`src/rtl/block_serial_subtractor.sv`:
```
// block_serial_subtractor
//   Multi-cycle two's-complement subtractor: diff = a - b - bin (mod 2^N).
//   Works on one BLK-bit block per clock, LSB block first. Each block uses a
//   ripple adder over a + ~b + carry. The carry to the next block goes through
//   a skip mux: when every bit of the block propagates, the incoming carry
//   bypasses the block.
//   Operands are taken over a valid/ready handshake. The result is held
//   behind out_valid until the consumer accepts it.
//
// Handshake: a transfer happens on a rising edge where valid and ready are
//   both 1. in_ready is 1 only in IDLE. out_valid is 1 only in DONE. While
//   DONE waits for out_ready, the result stays frozen.
//
// Ports
//   clk        in   1  rising-edge clock
//   rst        in   1  asynchronous active-high reset
//   in_valid   in   1  operands a, b, bin valid
//   in_ready   out  1  block can accept operands
//   a          in   N  minuend
//   b          in   N  subtrahend
//   bin        in   1  borrow in
//   out_valid  out  1  diff, bout, overflow valid
//   out_ready  in   1  consumer accepts result
//   diff       out  N  a - b - bin, mod 2^N
//   bout       out  1  borrow out (unsigned a < b + bin)
//   overflow   out  1  signed overflow
//   state_dbg  out  2  current FSM state (0 IDLE, 1 BUSY, 2 DONE)
module block_serial_subtractor #(
  parameter int N   = 32,
  parameter int BLK = 4
) (
  input  logic         clk,
  input  logic         rst,
  input  logic         in_valid,
  output logic         in_ready,
  input  logic [N-1:0] a,
  input  logic [N-1:0] b,
  input  logic         bin,
  output logic         out_valid,
  input  logic         out_ready,
  output logic [N-1:0] diff,
  output logic         bout,
  output logic         overflow,
  output logic [1:0]   state_dbg
);

  localparam int NB = N / BLK;
  localparam int CW = (NB > 1) ? $clog2(NB) : 1;

  if (((N % BLK) != 0) || (N < 2 * BLK)) begin : g_bad_param
    $error("block_serial_subtractor: N must be a multiple of BLK and >= 2*BLK");
  end

  typedef enum logic [1:0] {
    IDLE = 2'd0,
    BUSY = 2'd1,
    DONE = 2'd2
  } state_t;

  state_t        state_q;
  logic [CW-1:0] blk_cnt_q;
  logic [N-1:0]  a_q;
  logic [N-1:0]  b_q;
  logic          carry_q;
  logic [N-1:0]  diff_q;
  logic          bout_q;
  logic          ovf_q;
  logic          out_valid_q;

  // Current block slice of the latched operands.
  logic [N-1:0]   a_sh;
  logic [N-1:0]   b_sh;
  logic [BLK-1:0] a_k;
  logic [BLK-1:0] nb_k;
  logic [BLK-1:0] p_k;
  logic [BLK:0]   c;
  logic [BLK-1:0] blk_sum_d;
  logic           carry_d;

  always_comb begin
    a_sh = a_q >> (blk_cnt_q * BLK);
    b_sh = b_q >> (blk_cnt_q * BLK);
    a_k  = a_sh[BLK-1:0];
    nb_k = ~b_sh[BLK-1:0];
    p_k  = a_k ^ nb_k;
    c    = '0;
    c[0] = carry_q;
    blk_sum_d = '0;
    for (int i = 0; i < BLK; i++) begin
      blk_sum_d[i] = p_k[i] ^ c[i];
      c[i+1]       = (a_k[i] & nb_k[i]) | (c[i] & p_k[i]);
    end
    // Skip mux: when all bits propagate, the block carry-out equals its carry-in.
    carry_d = (&p_k) ? carry_q : c[BLK];
  end

  always_ff @(posedge clk or posedge rst) begin
    if (rst) begin
      state_q     <= IDLE;
      blk_cnt_q   <= '0;
      a_q         <= '0;
      b_q         <= '0;
      carry_q     <= 1'b0;
      diff_q      <= '0;
      bout_q      <= 1'b0;
      ovf_q       <= 1'b0;
      out_valid_q <= 1'b0;
    end else begin
      case (state_q)
        IDLE: begin
          if (in_valid) begin
            a_q       <= a;
            b_q       <= b;
            carry_q   <= ~bin;  // a - b - bin = a + ~b + (1 - bin)
            blk_cnt_q <= '0;
            state_q   <= BUSY;
          end
        end
        BUSY: begin
          diff_q[blk_cnt_q*BLK +: BLK] <= blk_sum_d;
          carry_q <= carry_d;
          if (blk_cnt_q == CW'(NB - 1)) begin
            bout_q      <= ~carry_d;
            ovf_q       <= c[BLK-1] ^ carry_d;  // carry into MSB vs carry out
            out_valid_q <= 1'b1;
            state_q     <= DONE;
          end else begin
            blk_cnt_q <= blk_cnt_q + 1'b1;
          end
        end
        DONE: begin
          if (out_ready) begin
            out_valid_q <= 1'b0;
            state_q     <= IDLE;
          end
        end
        default: begin
          out_valid_q <= 1'b0;
          state_q     <= IDLE;
        end
      endcase
    end
  end

  assign in_ready  = (state_q == IDLE);
  assign out_valid = out_valid_q;
  assign diff      = diff_q;
  assign bout      = bout_q;
  assign overflow  = ovf_q;
  assign state_dbg = state_q;

endmodule
```
`config.mk`:
```
export PLATFORM = sky130hd
export DESIGN_NAME = block_serial_subtractor
export DESIGN_NICKNAME = d
export VERILOG_FILES = /design/src/rtl/block_serial_subtractor.sv
export SDC_FILE = /design/constraint.sdc
export NUM_CORES = 1
export LEC_CHECK = 0
export ABC_AREA = 1
export BUFFER_PORTS_ARGS = -buffer_cell sky130_fd_sc_hd__buf_2
export CAP_MARGIN = 20
export CORE_ASPECT_RATIO = 0.75
export CORE_MARGIN = 4
export CORE_UTILIZATION = 49
export DETAILED_ROUTE_END_ITERATION = 16
export PLACE_DENSITY = 0.76
export SLEW_MARGIN = 20
export SYNTH_ARGS = -nofsm -noshare
export SYNTH_HDL_FRONTEND = slang
export SYNTH_SLANG_ARGS = --single-unit
```
`constraint.sdc`:
```
create_clock -name clk -period 3.3 [get_ports clk]
set_clock_uncertainty 0.05 [all_clocks]
set_input_delay 0.165 -clock clk [delete_from_list [all_inputs] [get_ports clk]]
set_output_delay 0.165 -clock clk [all_outputs]
set_load 0.02 [all_outputs]
```
==> out/qor.csv, run 1 <==
stage;metric;value;unit
synthesis;ys.flop_type;dfrtp_1;
worst_setup_path;cpLargestDelayFamily;adder cells;
worst_setup_path;slowest_delay;0.57;ns
final_layout;seqCellArea;2630;µm²
synthesis;avgSynthCellArea;9.85;µm²
power;seqPwrFrac;30.9;%
final_layout;antenna_cells;0;
worst_setup_path;r2r_end;diff[23]$_DFFE_PP0P_;
timing;drv_slew;0;
final_layout;layoutNonFillerInstCount;786;
route;via_count;4065;
worst_setup_path;critPathCaptureType;flop;
grt;grt.total_usage;21.1;%
clock_tree;cts-root-buf;clkbuf_16;
worst_setup_path;crit_end;diff[23]$_DFFE_PP0P_;
clock_tree;cts-buffers-inserted;9;
worst_setup_path;cp.arrival;3.39;ns
final_layout;syn2layout_area_growth;28.3;%
worst_setup_path;critPathKind;flop to flop;
synthesis;synthMuxAreaShare;10.2;%
route;drt_iter0_markers;321;
synthesis;yosys_warnings;0;
job;max_cap_viol_count;0;
clock_tree;cts.sinks;105;
clock_tree;htreeDepth;3;
clock_tree;cts_buffer_depth;2;
synthesis;synth_common_cells;dfrtp_1, nand2_1, nor2_1;
timing;period_minus_slack;3.17;ns
synthesis;synth_most_common_cell;dfrtp_1;
grt;top_usage_layer;met2;
worst_setup_path;required;3.52;ns
timing;post-route-period-util;96.1;%
route;wl_per_cell;15.6;µm
final_layout;nets;733;
worst_setup_path;worst_r2r_path_depth;16;
timing;setup_viol;0;
floorplanning;ioPinCount;107;
grt;met2_usage;33.8;%
power;p_int;0.00417;W
final_layout;drive_gt1_share;33.2;%
worst_setup_path;crit_path_start_kind;flop;
route;antenna_left;0;
power;pwr-share-comb;51.5;%
floorplanning;coreArea;9770;µm²
grt;grtUsageMet3;5.32;%
place;dp.cells;739;
place;preCtsSetupSlack;-0.181;ns
timing;rsz0062_at_grt;no;
grt;grt_overflow;0;
synthesis;synth_xor_area_share;0;%
worst_setup_path;cp-startpoint;blk_cnt_q[0]$_DFFE_PP0P_;
synthesis;syn_area;4970;µm²
grt;grtUsageMet1;29.0;%
floorplanning;rows;31;
worst_hold_path;min_path_type;primary input to async pin;
route;first_pass_iters;4;
synthesis;synth_nets;589;
power;power.density;1130;nW/µm²
status;status;complete, but fails checks;
synthesis;synth_area_leaders;dfrtp_1, mux2_2, nand2_1, o21ai_0, nor2_1;
place;gp_congestion;0.904;
synthesis;synth_top_family_by_area;simple AND/OR/NAND/NOR gates;
power;power_switching;0.00301;W
synthesis;synth_seq_area_share;52.8;%
worst_setup_path;path_depth;16;
synthesis;netlist_instances;505;
route;drt_drc_violations_left;0;
worst_setup_path;worst-path-buf-inv;4;
floorplanning;fp.dieH;95.3;µm
worst_setup_path;ff2ff_setup_slack;0.13;ns
floorplanning;die_area;11800;µm²
power;leakage;3.16;nW
synthesis;yosys.area.top_type;dfrtp_1;
worst_setup_path;crit_fanout;4;
timing;hold_viol;90;
clock_tree;tritoncts;built;
final_layout;multi_input_area;2080;µm²
grt;grt_pass1_vias;4045;
synthesis;synth_cell_types;30;
synthesis;synth_simple_gate_area_share;15.4;%
place;port_buffers;106;
final_layout;nFillCells;780;
synthesis;synth_top_area_share;52.8;%
synthesis;synthArstFlopShare;100;%
final_layout;finish.utilization;65.3;%
timing;hold_ws;-0.112;ns
timing;fin_tns_setup;0;ns
power;ir_worst_vdd;0.554;mV
timing;fmax;315;MHz
worst_setup_path;path_cells;buf_6, nor2_1, nor2_1, o21ai_1, o21ai_1, o21ai_2, fa_2, fa_2, inv_2, fa_2, inv_2, fa_1, inv_2, nor2_2, nand2_1, o21ai_1;
place;dpl.hpwl;8.95;mm
grt;grt_pass1_wl;19.9;mm
worst_setup_path;crit_slowest_cell;fa_1;
route;via_per_inst;5.17;
power;clock_power_share;17.6;%
timing;relSlewSlack;34.8;%
timing;layout_setup_ws;0.127;ns
grt;antenna_found_initial;0;
power;switching_share;41.9;%
timing;tightestPinTransition;0.978;ns
synthesis;synth-seq-cells;105;
synthesis;synth_edf_count;0;
clock_tree;path_clk_slew;0.07;ns
grt;grt_max_degree;93;
route;routed_wirelength;12.3;mm
synthesis;synth_compound_area_share;11.5;%
floorplanning;fp.dieW;124;µm
clock_tree;worstSkewPairLatency;0.35;ns
status;violations;negative hold slack;
synthesis;synthAdderAreaFrac;4.38;%
floorplanning;start_util;50.9;%
worst_setup_path;r2r_start;blk_cnt_q[0]$_DFFE_PP0P_;
==> metal layers <==
metal,part of all wire [%],routed length [µm]
met1,45,5530
met2,47,5750
met3,7.0,862
met4,1.2,148
met5,0,0
==> worst min-delay path by stage <==
stage / start / end / slack (ns) / cells past startpoint
global placement: b[3] / b_q[3]$_DFFE_PP0P_ / 0.35 / 2
detailed placement: a[3] / a_q[3]$_DFFE_PP0P_ / 0.35 / 2
floorplan: a[0] / a_q[0]$_DFFE_PP0P_ / 0.27 / 1
CTS: b[5] / b_q[5]$_DFFE_PP0P_ / 0.003 / 2
global route: b[18] / b_q[18]$_DFFE_PP0P_ / 0.002 / 2
finish: rst / a_q[9]$_DFFE_PP0P_ / -0.11 / 2
==> state kept, by name, indices dropped and copies added, names as in the netlist <==
register,count
state_dbg,2
b_q,32
overflow,1
carry_q,1
blk_cnt_q,3
out_valid,1
a_q,32
bout,1
diff,32
==> what timing repair did <==
action                                 in CTS  in global routing
buffers inserted                            0                  3
pin swaps                                   0                  8
setup endpoints to repair                   4                  8
endpoints found under the hold margin      27                  1
hold buffers                               27                  1
gates resized for setup                     5                 13
==> power groups by stage <==
stage	combinational (W)	clock (W)	sequential, W
finish	0.00371	0.00127	0.00222
global route	0.00408	0.00135	0.00227
CTS	0.00347	0.00129	0.00221
detailed placement	0.00341	0	0.00223
global placement	0.00328	0	0.00221
floorplan	0.00223	0	0.00228
==> layout make-up <==
type                       instances  share of cell area, %
multi-input combinational        339                   32.7
tap                              132                   2.59
timing repair buffer             155                   15.4
inverter                          39                   2.37
clock inverter                     4                   1.53
sequential                       105                   41.2
clock buffer                      12                   4.18
==> through the flow <==
| stage | area, µm² | power, W |
|---|---|---|
| after CTS | 6320 | 0.00697 |
| after floorplan | 4970 | 0.00451 |
| after global placement | 5690 | 0.00549 |
| after detailed placement | 5690 | 0.00564 |
| after global routing | 6380 | 0.00771 |
| final | 6380 | 0.00719 |
==> logic make-up after synthesis <==
family | Yosys count
buf+inv | 61
simple gates | 173
mux | 45
compound gates | 106
fa+ha+maj | 15
flops | 105
==> placed cells by master, fill, tap and decap left out, types with 2 or more instances in the layout <==
cell type	instances
nand2_2	2
mux2_2	45
dfrtp_1	103
o21ai_0	38
bufinv_16	3
o21ai_2	2
nand4_2	5
o21ai_1	27
nand3_1	17
dlygate4sd3_1	28
inv_2	7
clkbuf_8	3
a21oi_1	25
buf_2	106
nor2_1	54
o2111ai_1	2
nand2_1	84
clkbuf_16	9
buf_4	19
nor3_1	2
inv_1	30
ha_1	11
nor2_4	2
o211ai_1	10
dfrtp_2	2
fa_2	3
Note: power is estimated with default switching activity, not from simulation.
==> run 2, diff against run 1 <==
==> constraint.sdc (replaced) <==
create_clock -name clk -period 2.9 [get_ports clk]
set_clock_uncertainty 0.05 [all_clocks]
set_input_delay 0.435 -clock clk [delete_from_list [all_inputs] [get_ports clk]]
set_output_delay 0.435 -clock clk [all_outputs]
set_load 0.02 [all_outputs]
==> run 2 against run 1 <==
  * The flow finishes with violations (negative setup slack)
  * Core utilization is 1.3 points lower
  * Global-route usage is 0.92 points higher
  * Sequential share of layout area is 0.82 points higher
  * Non-clock buffer count is 13 lower
  * Final cell count is 1.7% lower
  * Via count is 0.93% higher
  * Register-to-register slack worse by 0.33 ns
  * Count of clock-buffer cells in the layout is 2 lower
  * Combinational power is 37% higher
==> out/qor.csv, run 2 (synthesized netlist as in run 1, its figures left out) <==
stage;metric;value;unit
worst_setup_path;worst_r2r_path_depth;16;
worst_setup_path;required;3.12;ns
worst_setup_path;critPathCaptureType;flop;
worst_setup_path;path_cells;buf_6, nor2_1, nor2_1, o21ai_0, o21ai_0, o21ai_1, fa_2, fa_2, inv_2, fa_2, inv_2, fa_2, inv_2, buf_4, buf_6, o21ai_2;
clock_tree;cts.sinks;105;
final_layout;final_cell_mix;buf_2, dfrtp_1, nand2_1;
worst_setup_path;cpLargestDelayFamily;adder cells;
grt;antenna_found_initial;0;
timing;fmax;322;MHz
clock_tree;cts_buffer_depth;2;
route;antenna_left;0;
timing;post-route-period-util;107;%
worst_setup_path;cp.arrival;3.32;ns
route;routed_wirelength;12.7;mm
worst_setup_path;crit_path_start_kind;flop;
timing;layout_setup_ws;-0.202;ns
grt;grt_pass1_vias;4136;
route;first_pass_iters;5;
route;drt_iter0_markers;217;
worst_setup_path;slowest_delay;0.55;ns
final_layout;antenna_cells;0;
status;status;complete, but fails checks;
clock_tree;tritoncts;built;
floorplanning;coreArea;9770;µm²
final_layout;nFillCells;806;
clock_tree;path_clk_slew;0.07;ns
place;gp_congestion;0.911;
timing;relSlewSlack;40.6;%
worst_setup_path;ff2ff_setup_slack;-0.20;ns
worst_hold_path;min_path_type;primary input to async pin;
timing;tightestPinTransition;0.892;ns
grt;grt_overflow;0;
final_layout;multi_input_area;2180;µm²
clock_tree;cts-buffers-inserted;9;
timing;rsz0062_at_grt;yes;
final_layout;seqCellArea;2630;µm²
floorplanning;die_area;11800;µm²
worst_setup_path;crit_fanout;7;
route;via_per_inst;5.31;
timing;drv_slew;0;
route;via_count;4103;
timing;setup_viol;9;
place;preCtsSetupSlack;-0.267;ns
final_layout;layout_commonest_cell;buf_2;
final_layout;syn2layout_area_growth;25.7;%
timing;period_minus_slack;3.10;ns
final_layout;nets;720;
power;p_total;0.00880;W
worst_setup_path;critPathKind;flop to flop;
worst_setup_path;worst-path-buf-inv;6;
job;max_cap_viol_count;0;
place;port_buffers;106;
floorplanning;fp.dieH;95.3;µm
floorplanning;rows;31;
worst_setup_path;r2r_start;blk_cnt_q[0]$_DFFE_PP0P_;
grt;grt.total_usage;22.0;%
grt;grt_pass1_wl;20.6;mm
route;drt_drc_violations_left;0;
clock_tree;cts-root-buf;clkbuf_16;
clock_tree;htreeDepth;3;
worst_setup_path;crit_slowest_cell;fa_2;
worst_setup_path;cp_common_cell;fa_2;
floorplanning;start_util;50.9;%
clock_tree;worstSkewPairLatency;0.35;ns
final_layout;layoutNonFillerInstCount;773;
clock_tree;hold_buffers;0;
power;ir_worst_vdd;0.781;mV
floorplanning;ioPinCount;107;
power;power.density;1410;nW/µm²
timing;hold_viol;0;
place;dp.cells;747;
place;dpl.hpwl;9.18;mm
power;leakage;3.11;nW
status;violations;negative setup slack;
route;wl_per_cell;16.5;µm
grt;grt_max_degree;76;
worst_setup_path;r2r_end;diff[19]$_DFFE_PP0P_;
final_layout;drive_gt1_share;38.8;%
floorplanning;fp.dieW;124;µm
-- run 2: cell count changes in the layout (fill, tap and decap cells not counted), sizes merged --
cell / delta
clkinvlp: +1
inv: -1
dlygate4sd3: -28
buf: +15
clkbuf: -2
clkinv: +4
bufinv: -2
-- run 2: timing repair --
| item | in CTS | in global routing |
|---|---|---|
| cloned | 1 | 0 |
| pin swaps | 7 | 7 |
| buffers inserted | 4 | 5 |
| endpoints found under the setup margin | 12 | 17 |
| gates resized for setup | 15 | 21 |
-- run 2: power by group --
part	switching [W]	internal, W	total, W
registers	0.000389	0.00211	0.00250
clock network	0.000529	0.000687	0.00122
logic	0.00291	0.00217	0.00508
-- run 2: final cells by class --
cell class / instances / share of cell area (%)
Clock buffer: 10 / 3.82
Clock inverter: 6 / 0.921
Inverter: 39 / 2.40
Multi-Input combinational cell: 339 / 34.8
Sequential cell: 105 / 42.0
Tap cell: 132 / 2.64
Timing Repair Buffer: 142 / 13.3
-- run 2: worst max-delay path by stage --
stage	end	slack, ns	cells past startpoint	start
6_report	diff[19]$_DFFE_PP0P_	-0.20	16	blk_cnt_q[0]$_DFFE_PP0P_
5_1_grt	diff[23]$_DFFE_PP0P_	-0.36	16	blk_cnt_q[0]$_DFFE_PP0P_
4_1_cts	diff[23]$_DFFE_PP0P_	-0.07	15	blk_cnt_q[0]$_DFFE_PP0P_
3_5_place_dp	diff[7]$_DFFE_PP0P_	-0.27	16	blk_cnt_q[0]$_DFFE_PP0P_
3_3_place_gp	diff[7]$_DFFE_PP0P_	-0.11	16	blk_cnt_q[0]$_DFFE_PP0P_
2_1_floorplan	diff[7]$_DFFE_PP0P_	-0.12	16	blk_cnt_q[0]$_DFFE_PP0P_
-- run 2: layer usage --
metal	global-route usage, %	wire, µm
met4	7.66	215
met1	28.8	5680
met2	35.1	5970
met3	7.22	867
met5	0	0
-- run 2: per-stage QoR --
stage | TNS (ns) | hold slack, ns | cell area [µm²] | util (%)
after floorplan | -0.353 | 0.424 | 5020 | -
after global placement | -0.353 | 0.411 | 5770 | 59.0
after detailed placement | -1.03 | 0.419 | 5770 | 59.0
after CTS | -0.242 | 0.179 | 6140 | 62.9
after global routing | -3.43 | 0.211 | 6250 | 64.0
final | -1.30 | 0.157 | 6250 | 64.0
